**config.mk**
```make
export PLATFORM = sky130hd
export DESIGN_NAME = scoreboard_hazard_unit
export DESIGN_NICKNAME = d
export VERILOG_FILES = /design/src/rtl/scoreboard_hazard_unit.sv
export SDC_FILE = /design/constraint.sdc
export NUM_CORES = 1
export LEC_CHECK = 0
export BUFFER_PORTS_ARGS = -buffer_cell sky130_fd_sc_hd__buf_2
export CAP_MARGIN = 20
export CORE_ASPECT_RATIO = 2
export CORE_UTILIZATION = 44
export DETAILED_ROUTE_END_ITERATION = 8
export GPL_ROUTABILITY_DRIVEN = 0
export SLEW_MARGIN = 20
export SYNTH_ARGS = -nofsm -noshare
export SYNTH_HDL_FRONTEND = slang
export SYNTH_SLANG_ARGS = --single-unit
```
**constraint.sdc**
```tcl
create_clock -name clk -period 4.4 [get_ports clk]
set_input_delay 0.88 -clock clk [delete_from_list [all_inputs] [get_ports clk]]
set_output_delay 0.88 -clock clk [all_outputs]
set_load 0.01 [all_outputs]
```
**src/rtl/scoreboard_hazard_unit.sv**
```systemverilog
// Scoreboard hazard unit: tracks in-flight register writes per {bank, addr} and stalls
// R-stage issue on RAW/WAW, forwarding from writeback when the producer lands this cycle.
module scoreboard_hazard_unit #(
  parameter int TotalNumBank = 8,
  parameter int AddrWidth    = 5,
  parameter int NumReadPorts = 3,
  parameter int NumUntracked = 4,
  parameter int StallLimit   = 64
) (
  input  logic                                       clk,
  input  logic                                       rst_n,
  input  logic                                       issue_valid_r,
  input  logic [NumReadPorts*TotalNumBank-1:0]       readEn_r,
  input  logic [NumReadPorts*AddrWidth-1:0]          readAddr_r,
  input  logic [TotalNumBank-1:0]                    writeEn_r,
  input  logic [AddrWidth-1:0]                       writeAddr_r,
  input  logic [TotalNumBank-1:0]                    writeEn_w,
  input  logic [AddrWidth-1:0]                       writeAddr_w,
  input  logic                                       clear_all,
  output logic                                       stall_f,
  output logic                                       stall_d,
  output logic                                       stall_r,
  output logic                                       flush_e,
  output logic [NumReadPorts-1:0]                    fwd,
  output logic [AddrWidth+$clog2(TotalNumBank):0]    pending_cnt,
  output logic                                       hazard_timeout,
  output logic                                       err_multihot
);

  localparam int BankW      = $clog2(TotalNumBank);
  localparam int EntW       = BankW + AddrWidth;
  localparam int NumEntries = TotalNumBank << AddrWidth;
  localparam int CntW       = EntW + 1;
  localparam int StallW     = $clog2(StallLimit + 1);
  localparam logic [TotalNumBank-1:0] BankOne = 1;

  function automatic logic is_multihot(input logic [TotalNumBank-1:0] sel);
    return (sel & (sel - BankOne)) != '0;
  endfunction

  function automatic logic is_onehot(input logic [TotalNumBank-1:0] sel);
    return (sel != '0) && !is_multihot(sel);
  endfunction

  function automatic logic [BankW-1:0] onehot2bin(input logic [TotalNumBank-1:0] sel);
    logic [BankW-1:0] b;
    b = '0;
    for (int k = 0; k < TotalNumBank; k++) begin
      if (sel[k]) b = BankW'(k);
    end
    return b;
  endfunction

  // Multi-hot selects fail the one-hot test, so they drop out as untracked here.
  function automatic logic is_tracked(input logic [TotalNumBank-1:0] sel,
                                      input logic [AddrWidth-1:0]    addr);
    return is_onehot(sel) && (addr != '0) && (int'(onehot2bin(sel)) >= NumUntracked);
  endfunction

  logic [NumEntries-1:0] pending_q, pending_d;
  logic [CntW-1:0]       cnt_q, cnt_d;
  logic [StallW-1:0]     stall_cnt_q, stall_cnt_d;
  logic                  timeout_q, timeout_d;
  logic                  err_q, err_d;

  logic                    wb_valid;
  logic [EntW-1:0]         wb_e;
  logic                    wb_clr;
  logic                    dst_trk;
  logic [EntW-1:0]         dst_e;
  logic                    waw;
  logic                    raw_any;
  logic                    rd_multihot;
  logic                    stall;
  logic                    issue_fire;
  logic                    multihot_seen;
  logic [NumReadPorts-1:0] src_trk;
  logic [NumReadPorts-1:0] fwd_c;
  logic [EntW-1:0]         src_e [NumReadPorts];
  logic [TotalNumBank-1:0] src_sel [NumReadPorts];
  logic [AddrWidth-1:0]    src_addr [NumReadPorts];

  always_comb begin
    wb_valid    = is_onehot(writeEn_w);
    wb_e        = {onehot2bin(writeEn_w), writeAddr_w};
    dst_trk     = is_tracked(writeEn_r, writeAddr_r);
    dst_e       = {onehot2bin(writeEn_r), writeAddr_r};
    waw         = dst_trk && pending_q[dst_e] && !(wb_valid && (wb_e == dst_e));
    raw_any     = 1'b0;
    rd_multihot = 1'b0;
    fwd_c       = '0;
    src_trk     = '0;
    for (int i = 0; i < NumReadPorts; i++) begin
      src_sel[i]  = readEn_r[i*TotalNumBank +: TotalNumBank];
      src_addr[i] = readAddr_r[i*AddrWidth +: AddrWidth];
      src_e[i]    = {onehot2bin(src_sel[i]), src_addr[i]};
      src_trk[i]  = is_tracked(src_sel[i], src_addr[i]);
      rd_multihot = rd_multihot | is_multihot(src_sel[i]);
      if (src_trk[i] && pending_q[src_e[i]]) begin
        if (wb_valid && (wb_e == src_e[i])) fwd_c[i] = 1'b1;
        else                                raw_any  = 1'b1;
      end
    end
    stall         = issue_valid_r && (raw_any || waw);
    issue_fire    = issue_valid_r && !stall && dst_trk;
    wb_clr        = wb_valid && pending_q[wb_e];
    multihot_seen = is_multihot(writeEn_w) ||
                    (issue_valid_r && (rd_multihot || is_multihot(writeEn_r)));
  end

  // Clear is applied before set so a new producer keeps ownership of a recycled entry.
  always_comb begin
    pending_d = pending_q;
    cnt_d     = cnt_q;
    if (clear_all) begin
      pending_d = '0;
      cnt_d     = '0;
    end else begin
      if (wb_clr)     pending_d[wb_e]  = 1'b0;
      if (issue_fire) pending_d[dst_e] = 1'b1;
      if (issue_fire && !wb_clr)      cnt_d = cnt_q + CntW'(1);
      else if (wb_clr && !issue_fire) cnt_d = cnt_q - CntW'(1);
    end
  end

  always_comb begin
    stall_cnt_d = '0;
    if (stall) begin
      if (stall_cnt_q == StallW'(StallLimit)) stall_cnt_d = stall_cnt_q;
      else                                    stall_cnt_d = stall_cnt_q + StallW'(1);
    end
    timeout_d = timeout_q || (stall_cnt_d == StallW'(StallLimit));
    err_d     = err_q || multihot_seen;
  end

  always_ff @(posedge clk or negedge rst_n) begin
    if (!rst_n) begin
      pending_q   <= '0;
      cnt_q       <= '0;
      stall_cnt_q <= '0;
      timeout_q   <= 1'b0;
      err_q       <= 1'b0;
    end else begin
      pending_q   <= pending_d;
      cnt_q       <= cnt_d;
      stall_cnt_q <= stall_cnt_d;
      timeout_q   <= timeout_d;
      err_q       <= err_d;
    end
  end

  assign stall_f        = stall;
  assign stall_d        = stall;
  assign stall_r        = stall;
  assign flush_e        = stall;
  assign fwd            = fwd_c;
  assign pending_cnt    = cnt_q;
  assign hazard_timeout = timeout_q;
  assign err_multihot   = err_q;

endmodule

```
[After elaboration in Yosys (flattened, before gate mapping)]
Cells that the tools add are included.
Word-level totals
  output and inout bits: 18
  register bits after elaboration: 274
Operators by class
  bitwise logic cells: 10
  $add $sub $neg: 8
  muxes and demuxes: 70
  order comparisons: 11
  equal/unequal tests: 6
  reduce and logical (&&, ||, !) cells: 60
Operator list (count)
  two-way mux 256 bit: 4
  bitwise AND 256 bit: 1
  inverter 256 bit: 1
  bitwise OR 256 bit: 1
  two-way mux 3 bit: 29
  nonzero test 8 bit: 10
  less-than comparator 8 x 9 -> 1 bit (second input constant): 5
  bitwise AND 8 bit: 5
  binary-select mux 1 bit (select 8 bit): 5
  subtractor 8 x 1 -> 8 bit (second input constant): 5
  == test 8 bit: 4
  logical AND 1 bit: 31
  two-way mux 9 bit: 3
  two-way mux 1 bit: 24
  nonzero test 5 bit: 4
  demux 1 bit (select 8 bit): 2
  >= comparator 8 x 1 -> 1 bit (second input constant): 2
  == test 7 bit (second input constant): 2
  two-way mux 7 bit: 2
  >= comparator 3 bit (second input constant): 4
  adder 9 x 1 -> 9 bit (second input constant): 1
  zero test 1 bit: 9
  subtractor 9 x 1 -> 9 bit (second input constant): 1
  adder 7 x 1 -> 7 bit (second input constant): 1
  4 further kinds: 9

[Depth between registers and ports, before layout]
Gate-level depths: netlist of the first run.
  depth in word-level cells: 25
  mapped depth: 26

[Worst setup path after synthesis of the first run]
Ideal clock, no wire load.
  path kind: input to register
  from: input port writeAddr_w[1]
  to: register cnt_q[8], in the netlist pending_cnt[8]
  cell stages on the path: 23
  buffers on the path: 6
  data required time: 4.272 ns
  library setup time: 0.128 ns
  path slack: -1.270 ns
  arrival: 5.542 ns
  cell sequence: buf_4 > buf_4 > buf_2 > buf_2 > mux4_2 > mux4_2 > a22oi_1 > nand3_1 > and4_4 > buf_4 > nor3_4 > buf_2 > inv_1 > ha_1 > nor2b_1 > o21ai_0 > nand2b_1 > a21o_1 > a21o_1 > a21o_1 > a21oi_1 > mux2i_1 > mux2_1
Between the ends
  cells in the longest elaborated chain, start to end: 16
RTL lines
  start, declared: RTL line 18  | input logic [AddrWidth-1:0] writeAddr_w,
  == test 8 bit: RTL line 100  | if (wb_valid && (wb_e == src_e[i])) fwd_c[i] = 1'b1;
  logical AND 1 bit: RTL line 100
  two-way mux 1 bit: RTL line 100
  two-way mux 1 bit: RTL line 99  | if (src_trk[i] && pending_q[src_e[i]]) begin
  two-way mux 1 bit: RTL line 100
  two-way mux 1 bit: RTL line 99
  two-way mux 1 bit: RTL line 100
  two-way mux 1 bit: RTL line 99
  logical OR 1 bit: RTL line 104  | stall = issue_valid_r && (raw_any || waw);
  logical AND 1 bit: RTL line 104
  zero test 1 bit: RTL line 105  | issue_fire = issue_valid_r && !stall && dst_trk;
  logical AND 1 bit (2 in a row): RTL line 105
  logical AND 1 bit / zero test 1 bit (equally long branches): RTL line 121, 122
  two-way mux 9 bit / logical AND 1 bit (equally long branches): RTL line 121, 122
  two-way mux 9 bit / nonzero test 3 bit (equally long branches)
  end signal, assigned: RTL line 145  | cnt_q <= cnt_d;
  end, declared: RTL line 61  | logic [CntW-1:0] cnt_q, cnt_d;
Parallel ways exist; a longest one is shown, timed or not. The select of a mux whose other input is x is not followed.
A chain may end at the register's enable or synchronous reset.

[Final worst setup path of the first run]
  from: input port writeAddr_r[1]
  to: register cnt_q[8], in the netlist pending_cnt[8]
Between the ends
  cells in the longest elaborated chain, start to end: 13
RTL lines
  start, declared: RTL line 16  | input logic [AddrWidth-1:0] writeAddr_r,
  parallel branches: the longest is 9 deep, another holds binary-select mux 1 bit (select 8 bit)
  logical AND 1 bit (*): RTL line 105
  logical AND 1 bit / zero test 1 bit (equally long branches): RTL line 121, 122
  two-way mux 9 bit / logical AND 1 bit (equally long branches): RTL line 121, 122
  two-way mux 9 bit / nonzero test 3 bit (equally long branches)
Every way passes the cells marked *. The select of a mux whose other input is x is not followed.

==> results.py, run 1 <==
metrics = {
    "global_route": {
        "grt_max_degree": 142,
        "overflow": 0,
        "track_usage_pct": 38.0,
        "grt_pass1_vias": 20700,
        "antenna_found_initial": 2,
        "grt_pass1_wl_mm": 130,
    },
    "flow_run": {
        "max_cap_violations": 0,
    },
    "critical_path": {
        "crit_type": "input pin to flip-flop",
        "cp.arrival_ns": 5.70,
        "critPathMaxFanout": 5,
        "cp-end-kind": "flip-flop",
        "max_stage_delay_ns": 0.53,
        "slowest_stage": "mux4_2",
        "crit_chain": "buf_16 > mux4_2 > mux4_2 > nor4bb_4 > a21oi_1 > nand4_1 > a311o_1 > nand4_4 > nor3_4 > clkinvlp_4 > buf_6 > ha_4 > nor2b_4 > o21ai_2 > nand2b_1 > a21o_1 > a21o_1 > a21o_1 > a21oi_2 > mux2i_1 > mux2_1",
        "critPathLaunchType": "input pin",
        "cpMostUsedCell": "a21o_1",
        "crit_required_ns": 4.84,
    },
    "route": {
        "drc": 0,
        "dr.pass1.iters": 7,
        "ant_nets": 0,
        "drt_iter0_markers": 2197,
        "via_per_inst": 6.67,
        "drt-total-wl_mm": 87.7,
        "routedWlPerCell_um": 29.4,
        "vias": 19900,
    },
    "placed_design": {
        "hpwlAfterDp_mm": 63.0,
        "numPortBuffers": 86,
    },
    "timing": {
        "relSlewSlack_pct": 26.6,
        "drv_slew": 0,
        "tightest_slew_ns": 1.10,
        "fin_crit_ns": 5.26,
        "grt_setup_unrepaired": "true",
        "setup_viol": 9,
        "setup_tns_ns": -5.04,
        "max_freq_mhz": 190,
        "timing_hold_violations_final": 0,
        "fin_skew_ns": 0.0121,
        "setup_slack_ns": -0.859,
        "fin_crit_sh_pct": 120,
    },
    "cells_and_area": {
        "seq_area_mm2": 0.00686,
        "final_common_cell": "buf_4",
        "multi_input_area_mm2": 0.0129,
        "final_cell_mix": "buf_4 (443), dfrtp_1 (274), mux4_2 (228), o21ai_0 (220)",
        "area_delta_synth_final_pct": 30.6,
        "utilization_pct": 58.5,
        "fill_cells": 3779,
        "drive_above_1_share_pct": 38.6,
        "final_nets": 2477,
    },
    "cts": {
        "cts.clk_slew.worst_paths_ns": 0.07,
        "clock-sinks": 274,
        "clk_latency_ns": 0.57,
        "root_buffer": "clkbuf_16",
        "cts_buffers": 26,
        "cts-htree-levels": 1,
        "cts_tree": "yes",
        "hold_buffers": 0,
        "clock_path_buffers": 3,
    },
    "pwr": {
        "leakage_nw": 11.2,
        "ir_drop_uv": 307,
        "powerDensity_mw_per_mm2": 224,
    },
    "floorplan": {
        "start_util_pct": 44.8,
        "ios": 87,
        "die_x_um": 154,
        "die_h_um": 305,
        "core_area_mm2": 0.0451,
        "rows": 110,
        "dieArea_mm2": 0.0469,
    },
    "synthesis": {
        "synth_cell_types": 78,
        "synth-seq-cells": 274,
        "synth_area_leaders": "dfrtp_1 (34%), mux4_2 (25%), o21ai_0 (5.6%)",
        "syn_inst": 1940,
        "async_flop_share_pct": 100,
        "synth_top_area_share_pct": 33.9,
        "syn-cell-area_mm2": 0.0202,
        "synthFlopType": "dfrtp_1",
        "ys_warn_count": 0,
        "synth_area_per_cell_um2": 10.4,
        "yosysSeqAreaShare_pct": 33.9,
        "synth_top_area_cell": "dfrtp_1",
        "syn-num-nets": 2020,
        "synth-edff-count": 0,
    },
    "status": {
        "status": "finished, violations left",
        "failed_checks": "negative setup slack",
    },
    "worst_hold_path": {
        "hp-class": "input pin to async pin",
    },
}
-- per-layer routing --
metal	up-vias	GRT usage (%)	wire length, um
li1	8245	-	-
met1	9795	38.6	26900
met2	1326	64.5	43300
met3	496	8.02	7290
met4	0	35.6	10200
met5	-	0	0
-- cell type report --
| type | count | area share [%] |
|---|---|---|
| Inverter | 26 | 0.393 |
| Clock buffer | 36 | 2.84 |
| Tap cell | 560 | 2.65 |
| Antenna cell | 2 | 0.0189 |
| Timing Repair Buffer | 589 | 18.9 |
| Sequential cell | 274 | 25.9 |
| Clock inverter | 12 | 0.483 |
| Multi-Input combinational cell | 1480 | 48.7 |
-- state kept, by name, summed over array words and instances, names as in the netlist --
register	cells
pending_q	256
pending_cnt	9
stall_cnt_q	7
err_multihot	1
hazard_timeout	1
-- path summary, 6_finish.rpt --
check	start	to	slack, ns	depth (start not counted)
max in group asynchronous	rst_n	pending_q[168]	3.04	2
worst min register to register	hazard_timeout	hazard_timeout	0.47	1
worst max-delay path	writeAddr_r[1]	pending_cnt[8]	-0.86	21
worst min-delay path	rst_n	pending_cnt[5]	0.36	1
min in group clk	hazard_timeout	hazard_timeout	0.47	1
worst max register to register	pending_q[41]	pending_cnt[8]	-0.78	20
-- synth_stat cells, types with 14 or more instances --
master and n:
a21oi_1 143, a22oi_1 33, buf_1 18, buf_2 49, buf_4 17, clkbuf_1 71
dfrtp_1 274, inv_1 24, mux2i_1 37, mux4_2 228, nand2_1 97, nand2b_1 128
nand3_1 36, nor2_1 102, nor2b_1 142, nor3_1 35, nor3b_1 19, o21ai_0 227
o21ai_1 43, xnor2_1 26, xor2_1 14
-- cell families after synthesis --
group / count (synthesis) / share of synthesized area [%]
mux: 270 / 27.5
compound gates: 528 / 14.8
fa+ha+maj: 16 / 0.965
flops: 274 / 33.9
buf+inv: 186 / 4.22
simple gates: 626 / 16.9
xor+xnor: 40 / 1.73
-- per-stage QoR --
| stage | std cells | hold WS, ns | total power, mW | instance area, um2 | setup WS, ns |
|---|---|---|---|---|---|
| finish | 2979 | 0.359 | 5.92 | 26400 | -0.859 |
| global route | 2977 | 0.425 | 6.08 | 26400 | -1.01 |
| CTS | 2976 | 0.408 | 5.88 | 26300 | -0.492 |
| detailed placement | 2894 | 0.458 | 3.46 | 24600 | -1.65 |
| global placement | 2894 | 0.463 | 3.45 | 24600 | -1.68 |
| floorplan | 1940 | 0.487 | 3.02 | 20400 | -0.884 |
-- what timing repair did --
item                       in CTS  in global routing
pin swaps                      22                 29
setup endpoints to repair      13                 12
hold endpoints to repair        0                  0
buffers inserted               36                 15
cloned                          5                  1
gates resized for setup       108                 30
-- critical path: cells and delay by family --
family	cells	cell delay (ns)
and+or+nand+nor	6	1.30
AOI/OAI and AO/OA	7	1.22
adders and majority gates	1	0.21
buffers and inverters	3	0.48
muxes	4	1.57
-- power breakdown --
group | switching (mW) | leakage (nW) | total (mW) | internal, mW
combinational | 0.565 | 6.99 | 1.02 | 0.457
sequential | 0.00366 | 3.82 | 2.52 | 2.52
clock | 1.06 | 0.433 | 2.37 | 1.32
total | 1.62 | 11.2 | 5.92 | 4.30
(Power assumes the default switching activity.)
==> inputs of run 2 (changes only) <==
--- a/config.mk
+++ b/config.mk
@@ -13,2 +13,3 @@
 export GPL_ROUTABILITY_DRIVEN = 0
+export SKIP_LAST_GASP = 1
 export SLEW_MARGIN = 20
--- a/constraint.sdc
+++ b/constraint.sdc
@@ -3,2 +3,2 @@
 set_output_delay 0.88 -clock clk [all_outputs]
-set_load 0.01 [all_outputs]
+set_load 0.05 [all_outputs]
==> results.py, run 2 (synthesis results as in run 1) <==
metrics = {
    "timing": {
        "drv_slew": 0,
        "tightest_slew_ns": 1.08,
        "fin_skew_ns": 0.0130,
        "timing_hold_violations_final": 0,
        "setup_tns_ns": -3.15,
        "relSlewSlack_pct": 28.1,
        "fin_crit_sh_pct": 114,
        "setup_viol": 9,
        "fin_crit_ns": 5.00,
        "grt_setup_unrepaired": "true",
        "setup_slack_ns": -0.602,
        "max_freq_mhz": 200,
    },
    "route": {
        "via_per_inst": 6.60,
        "routedWlPerCell_um": 28.8,
        "dr.pass1.iters": 6,
        "drc": 0,
        "ant_nets": 0,
        "drt_iter0_markers": 1938,
        "vias": 19600,
        "drt-total-wl_mm": 85.7,
    },
    "floorplan": {
        "die_x_um": 154,
        "core_area_mm2": 0.0451,
        "die_h_um": 305,
        "rows": 110,
        "ios": 87,
        "dieArea_mm2": 0.0469,
        "start_util_pct": 44.8,
    },
    "pwr": {
        "powerDensity_mw_per_mm2": 229,
        "design_power_total_mw": 6.01,
        "leakage_nw": 11.2,
        "ir_drop_uv": 302,
    },
    "cells_and_area": {
        "stdcell_count": 2972,
        "utilization_pct": 58.3,
        "final_common_cell": "buf_4",
        "final_cell_mix": "buf_4 (445), dfrtp_1 (274), mux4_2 (228), o21ai_0 (220), nor2b_1 (141)",
        "final_nets": 2469,
        "drive_above_1_share_pct": 38.2,
        "largest_register": "pending_q",
        "largest_reg_flops": 256,
        "fill_cells": 3845,
        "area_delta_synth_final_pct": 30.0,
    },
    "critical_path": {
        "critPathLaunchType": "input pin",
        "critPathMaxFanout": 5,
        "cp-end-kind": "flip-flop",
        "crit_type": "input pin to flip-flop",
        "cp.arrival_ns": 5.45,
        "crit_required_ns": 4.85,
    },
    "cts": {
        "cts-htree-levels": 1,
        "cts.clk_slew.worst_paths_ns": 0.07,
        "cts_tree": "yes",
        "root_buffer": "clkbuf_16",
        "clock_path_buffers": 3,
        "clock-sinks": 274,
        "clk_latency_ns": 0.57,
        "cts_buffers": 27,
        "hold_buffers": 0,
    },
    "global_route": {
        "antenna_found_initial": 7,
        "use_met1_pct": 37.7,
        "grt_pass1_vias": 20500,
        "grt_pass1_wl_mm": 128,
        "track_usage_pct": 37.3,
        "grt_max_degree": 159,
        "grtUsageMet2_pct": 61.9,
        "overflow": 0,
        "grt_use_met3_pct": 8.41,
        "busiest_layer": "met2",
    },
    "flow_run": {
        "max_cap_violations": 0,
    },
    "worst_hold_path": {
        "hp-class": "input pin to async pin",
    },
    "placed_design": {
        "dp_cells": 2894,
        "hpwlAfterDp_mm": 62.4,
        "numPortBuffers": 86,
    },
    "status": {
        "failed_checks": "negative setup slack",
        "status": "finished, violations left",
    },
}
==> run 2: cell types whose count changed in the layout (fill, tap and decap cells not counted), moves of 3 or more <==
| cell | previous run | this run |
|---|---|---|
| buf_16 | 10 | 4 |
| nor3_1 | 31 | 34 |
| clkinv_4 | 1 | 5 |
| buf_8 | 5 | 9 |
| nor3b_2 | 0 | 3 |
| nor3b_1 | 19 | 16 |
| buf_6 | 25 | 12 |
| clkbuf_1 | 5 | 2 |
==> run 2: worst paths after layout <==
path / from / endpoint / slack (ns) / depth (start not counted)
worst max register to register: pending_q[203] / pending_cnt[8] / -0.55 / 21
worst min register to register: hazard_timeout / hazard_timeout / 0.48 / 1
min in group clk: hazard_timeout / hazard_timeout / 0.48 / 1
worst min-delay path: rst_n / pending_cnt[5] / 0.29 / 1
worst max-delay path: readAddr_r[6] / pending_cnt[8] / -0.60 / 22
max in group asynchronous: rst_n / pending_q[208] / 3.08 / 2
==> run 2: power by group <==
group / switching (mW) / internal (mW)
sequential: 0.00345 / 2.52
combinational: 0.566 / 0.445
clock: 1.09 / 1.39
total: 1.66 / 4.35
==> run 2: metrics by stage <==
step                hold slack, ns  instance area [um2]  setup slack, ns
floorplan                    0.487                20400           -0.885
global placement             0.467                24600            -1.49
detailed placement           0.470                24600            -1.48
CTS                          0.339                26200           -0.435
global route                 0.347                26300           -0.712
finish                       0.293                26300           -0.602
==> run 2: cell type report <==
class                      instances  area, um2  area share, %
multi-input combinational       1480      12800           48.8
clock inverter                    17        196          0.747
tap                              560        701           2.66
clock buffer                      33        738           2.81
inverter                          26        110          0.419
sequential                       274       6860           26.1
antenna                            2       5.00         0.0190
timing repair buffer             580       4850           18.5
==> run 2: timing repair <==
| action | 4_1_cts | 5_1_grt |
|---|---|---|
| buffers inserted | 21 | 9 |
| cloned | 4 | 0 |
| resized for setup | 80 | 26 |
| pin swaps | 11 | 17 |
| setup endpoints to repair | 12 | 10 |
==> run 2: worst max-delay path, stage by stage <==
cell and delay, ns:
buf_12 0.12, buf_6 0.12, mux4_2 0.37, nor3b_2 0.05
or4_4 0.49, o41ai_4 0.45, o21ai_2 0.10, or4b_4 0.57
o211ai_4 0.15, nor3_4 0.07, buf_12 0.14, clkinvlp_4 0.14
ha_4 0.22, nor2b_4 0.12, o21ai_2 0.12, nand2b_1 0.11
a21o_1 0.18, a21o_1 0.18, a21o_1 0.17, a21oi_2 0.14
mux2i_1 0.20, mux2_1 0.33
==> run 2: metal layers <==
| metal | up-vias | part of all wire [%] |
|---|---|---|
| li1 | 8225 | - |
| met1 | 9676 | 31 |
| met2 | 1207 | 49 |
| met3 | 515 | 7.7 |
| met4 | 2 | 13 |
| met5 | - | 0.015 |
==> inputs of run 3 (changes only) <==
Settings changed: RECOVER_POWER set to 50.
==> results.py, run 3 (synthesis results as in run 1) <==
metrics = {
    "cells_and_area": {
        "final_common_cell": "buf_4",
        "area_delta_synth_final_pct": 29.7,
        "largest_register": "pending_q",
        "seq_area_mm2": 0.00686,
        "multi_input_area_mm2": 0.0128,
        "final_cell_mix": "buf_4 (443), dfrtp_1 (274), mux4_2 (228), o21ai_0 (220), nor2b_1 (141)",
        "design_area_mm2": 0.0262,
        "utilization_pct": 58.1,
        "final_nets": 2469,
        "fill_cells": 3853,
        "largest_reg_flops": 256,
        "stdcell_count": 2972,
        "drive_above_1_share_pct": 38.0,
    },
    "critical_path": {
        "r2r-end": "pending_cnt[8]",
        "ff2ff_setup_slack_ns": -0.55,
        "crit_type": "input pin to flip-flop",
        "critPathLaunch": "readAddr_r[6]",
        "critPathMaxFanout": 5,
        "cp-end-kind": "flip-flop",
        "crit_path_end": "pending_cnt[8]",
        "rr_startpoint": "pending_q[203]",
        "crit_required_ns": 4.85,
        "rr_worst_depth": 21,
        "critPathLaunchType": "input pin",
        "cp.arrival_ns": 5.45,
    },
    "status": {
        "failed_checks": "max-capacitance violations, max-slew violations, negative setup slack",
        "status": "finished, violations left",
    },
    "cts": {
        "clock_path_buffers": 3,
        "clock-sinks": 274,
        "cts_buffers": 27,
        "cts-htree-levels": 1,
        "cts_tree": "yes",
        "hold_buffers": 0,
        "clk_latency_ns": 0.57,
        "cts.clk_slew.worst_paths_ns": 0.07,
        "root_buffer": "clkbuf_16",
    },
    "timing": {
        "fin_skew_ns": 0.0127,
        "tightest_slew_ns": 2.37,
        "max_freq_mhz": 200,
        "fin_crit_sh_pct": 114,
        "relSlewSlack_pct": -58.2,
        "drv_slew": 215,
        "grt_setup_unrepaired": "true",
        "setup_viol": 9,
        "timing_hold_violations_final": 0,
        "setup_slack_ns": -0.604,
        "fin_crit_ns": 5.00,
    },
    "pwr": {
        "ir_drop_uv": 301,
        "p_sw_share_pct": 27.7,
        "design_power_total_mw": 6.01,
        "seqPwrFrac_pct": 42.0,
        "leakage_nw": 11.2,
        "pwr-share-clk_pct": 41.3,
        "pwr-share-comb_pct": 16.7,
        "powerDensity_mw_per_mm2": 229,
        "power_switching_mw": 1.66,
        "p_int_mw": 4.35,
    },
    "flow_run": {
        "max_cap_violations": 3,
    },
    "global_route": {
        "grt_max_degree": 159,
        "grt_pass1_wl_mm": 128,
        "grt_use_met3_pct": 8.41,
        "track_usage_pct": 37.3,
        "overflow": 0,
        "antenna_found_initial": 7,
        "grt_pass1_vias": 20500,
        "busiest_layer": "met2",
        "grtUsageMet2_pct": 61.9,
        "use_met1_pct": 37.7,
    },
    "route": {
        "ant_nets": 0,
        "vias": 19700,
        "drt-total-wl_mm": 85.7,
        "via_per_inst": 6.62,
        "dr.pass1.iters": 7,
        "drt_iter0_markers": 1906,
        "routedWlPerCell_um": 28.8,
        "drc": 0,
    },
    "floorplan": {
        "die_h_um": 305,
        "rows": 110,
        "start_util_pct": 44.8,
        "core_area_mm2": 0.0451,
        "ios": 87,
        "die_x_um": 154,
        "dieArea_mm2": 0.0469,
    },
    "placed_design": {
        "dp_cells": 2894,
        "numPortBuffers": 86,
        "placed_area_mm2": 0.0246,
        "hpwlAfterDp_mm": 62.4,
        "post-place-ws_ns": -1.48,
    },
    "worst_hold_path": {
        "hp-class": "flip-flop to flip-flop",
        "hp-start": "hazard_timeout",
    },
}
## run 3: changes by cell type in the layout (fill, tap and decap cells not counted), sizes merged
cell    before  now
clkbuf      34   43
buf        577  568
## run 3: layer usage
metal | part of all wire, % | wire length (um)
met3 | 7.8 | 6680
met4 | 12 | 10700
met2 | 49 | 41900
met5 | 0.015 | 13
met1 | 31 | 26500
## run 3: through the flow
step	setup TNS, ns	hold WS [ns]
3_5_place_dp	-33.54	0.470
5_1_grt	-5.81	0.522
6_report	-3.13	0.484
4_1_cts	-2.35	0.339
2_1_floorplan	-3.18	0.487
3_3_place_gp	-30.05	0.467
## run 3: power groups by stage
stage | clock network, mW | registers [mW] | logic, mW
after floorplan | 0 | 2.58 | 0.444
after detailed placement | 0 | 2.57 | 0.900
final | 2.48 | 2.52 | 1.01
after global routing | 2.61 | 2.52 | 1.05
after CTS | 2.51 | 2.52 | 0.963
after global placement | 0 | 2.57 | 0.889
## run 3: worst min path at each step
stage,end,slack [ns],cells past startpoint
after floorplan,pending_q[10],0.49,2
after global placement,hazard_timeout,0.47,1
after detailed placement,hazard_timeout,0.47,1
after CTS,pending_cnt[0],0.34,1
after global routing,hazard_timeout,0.52,1
final,hazard_timeout,0.48,1
## run 3: worst max-delay path, cell delays in order
cell	delay (ns)
buf_12	0.12
buf_6	0.12
mux4_2	0.38
nor3b_2	0.06
or4_4	0.49
o41ai_4	0.45
o21ai_2	0.10
or4b_4	0.57
o211ai_4	0.15
nor3_4	0.07
buf_12	0.14
clkinvlp_4	0.14
ha_4	0.22
nor2b_4	0.12
o21ai_2	0.12
nand2b_1	0.11
a21o_1	0.18
a21o_1	0.18
a21o_1	0.17
a21oi_2	0.14
mux2i_1	0.20
mux2_1	0.33
## run 3: timing repair
item / 4_1_cts / 5_1_grt
setup endpoints to repair: 12 / 10
gates cloned: 4 / 0
pin swaps: 11 / 17
setup buffers: 21 / 9
resized for setup: 80 / 26
## run 3: final cells by class
class,count,share of cell area [%]
flip-flops and latches,274,26.1
repair buffers,580,18.3
diodes,2,0.0191
clock inverters,17,0.748
well taps,560,2.67
inverters,26,0.420
clock buffers,33,2.81
multi-input cells,1480,48.9
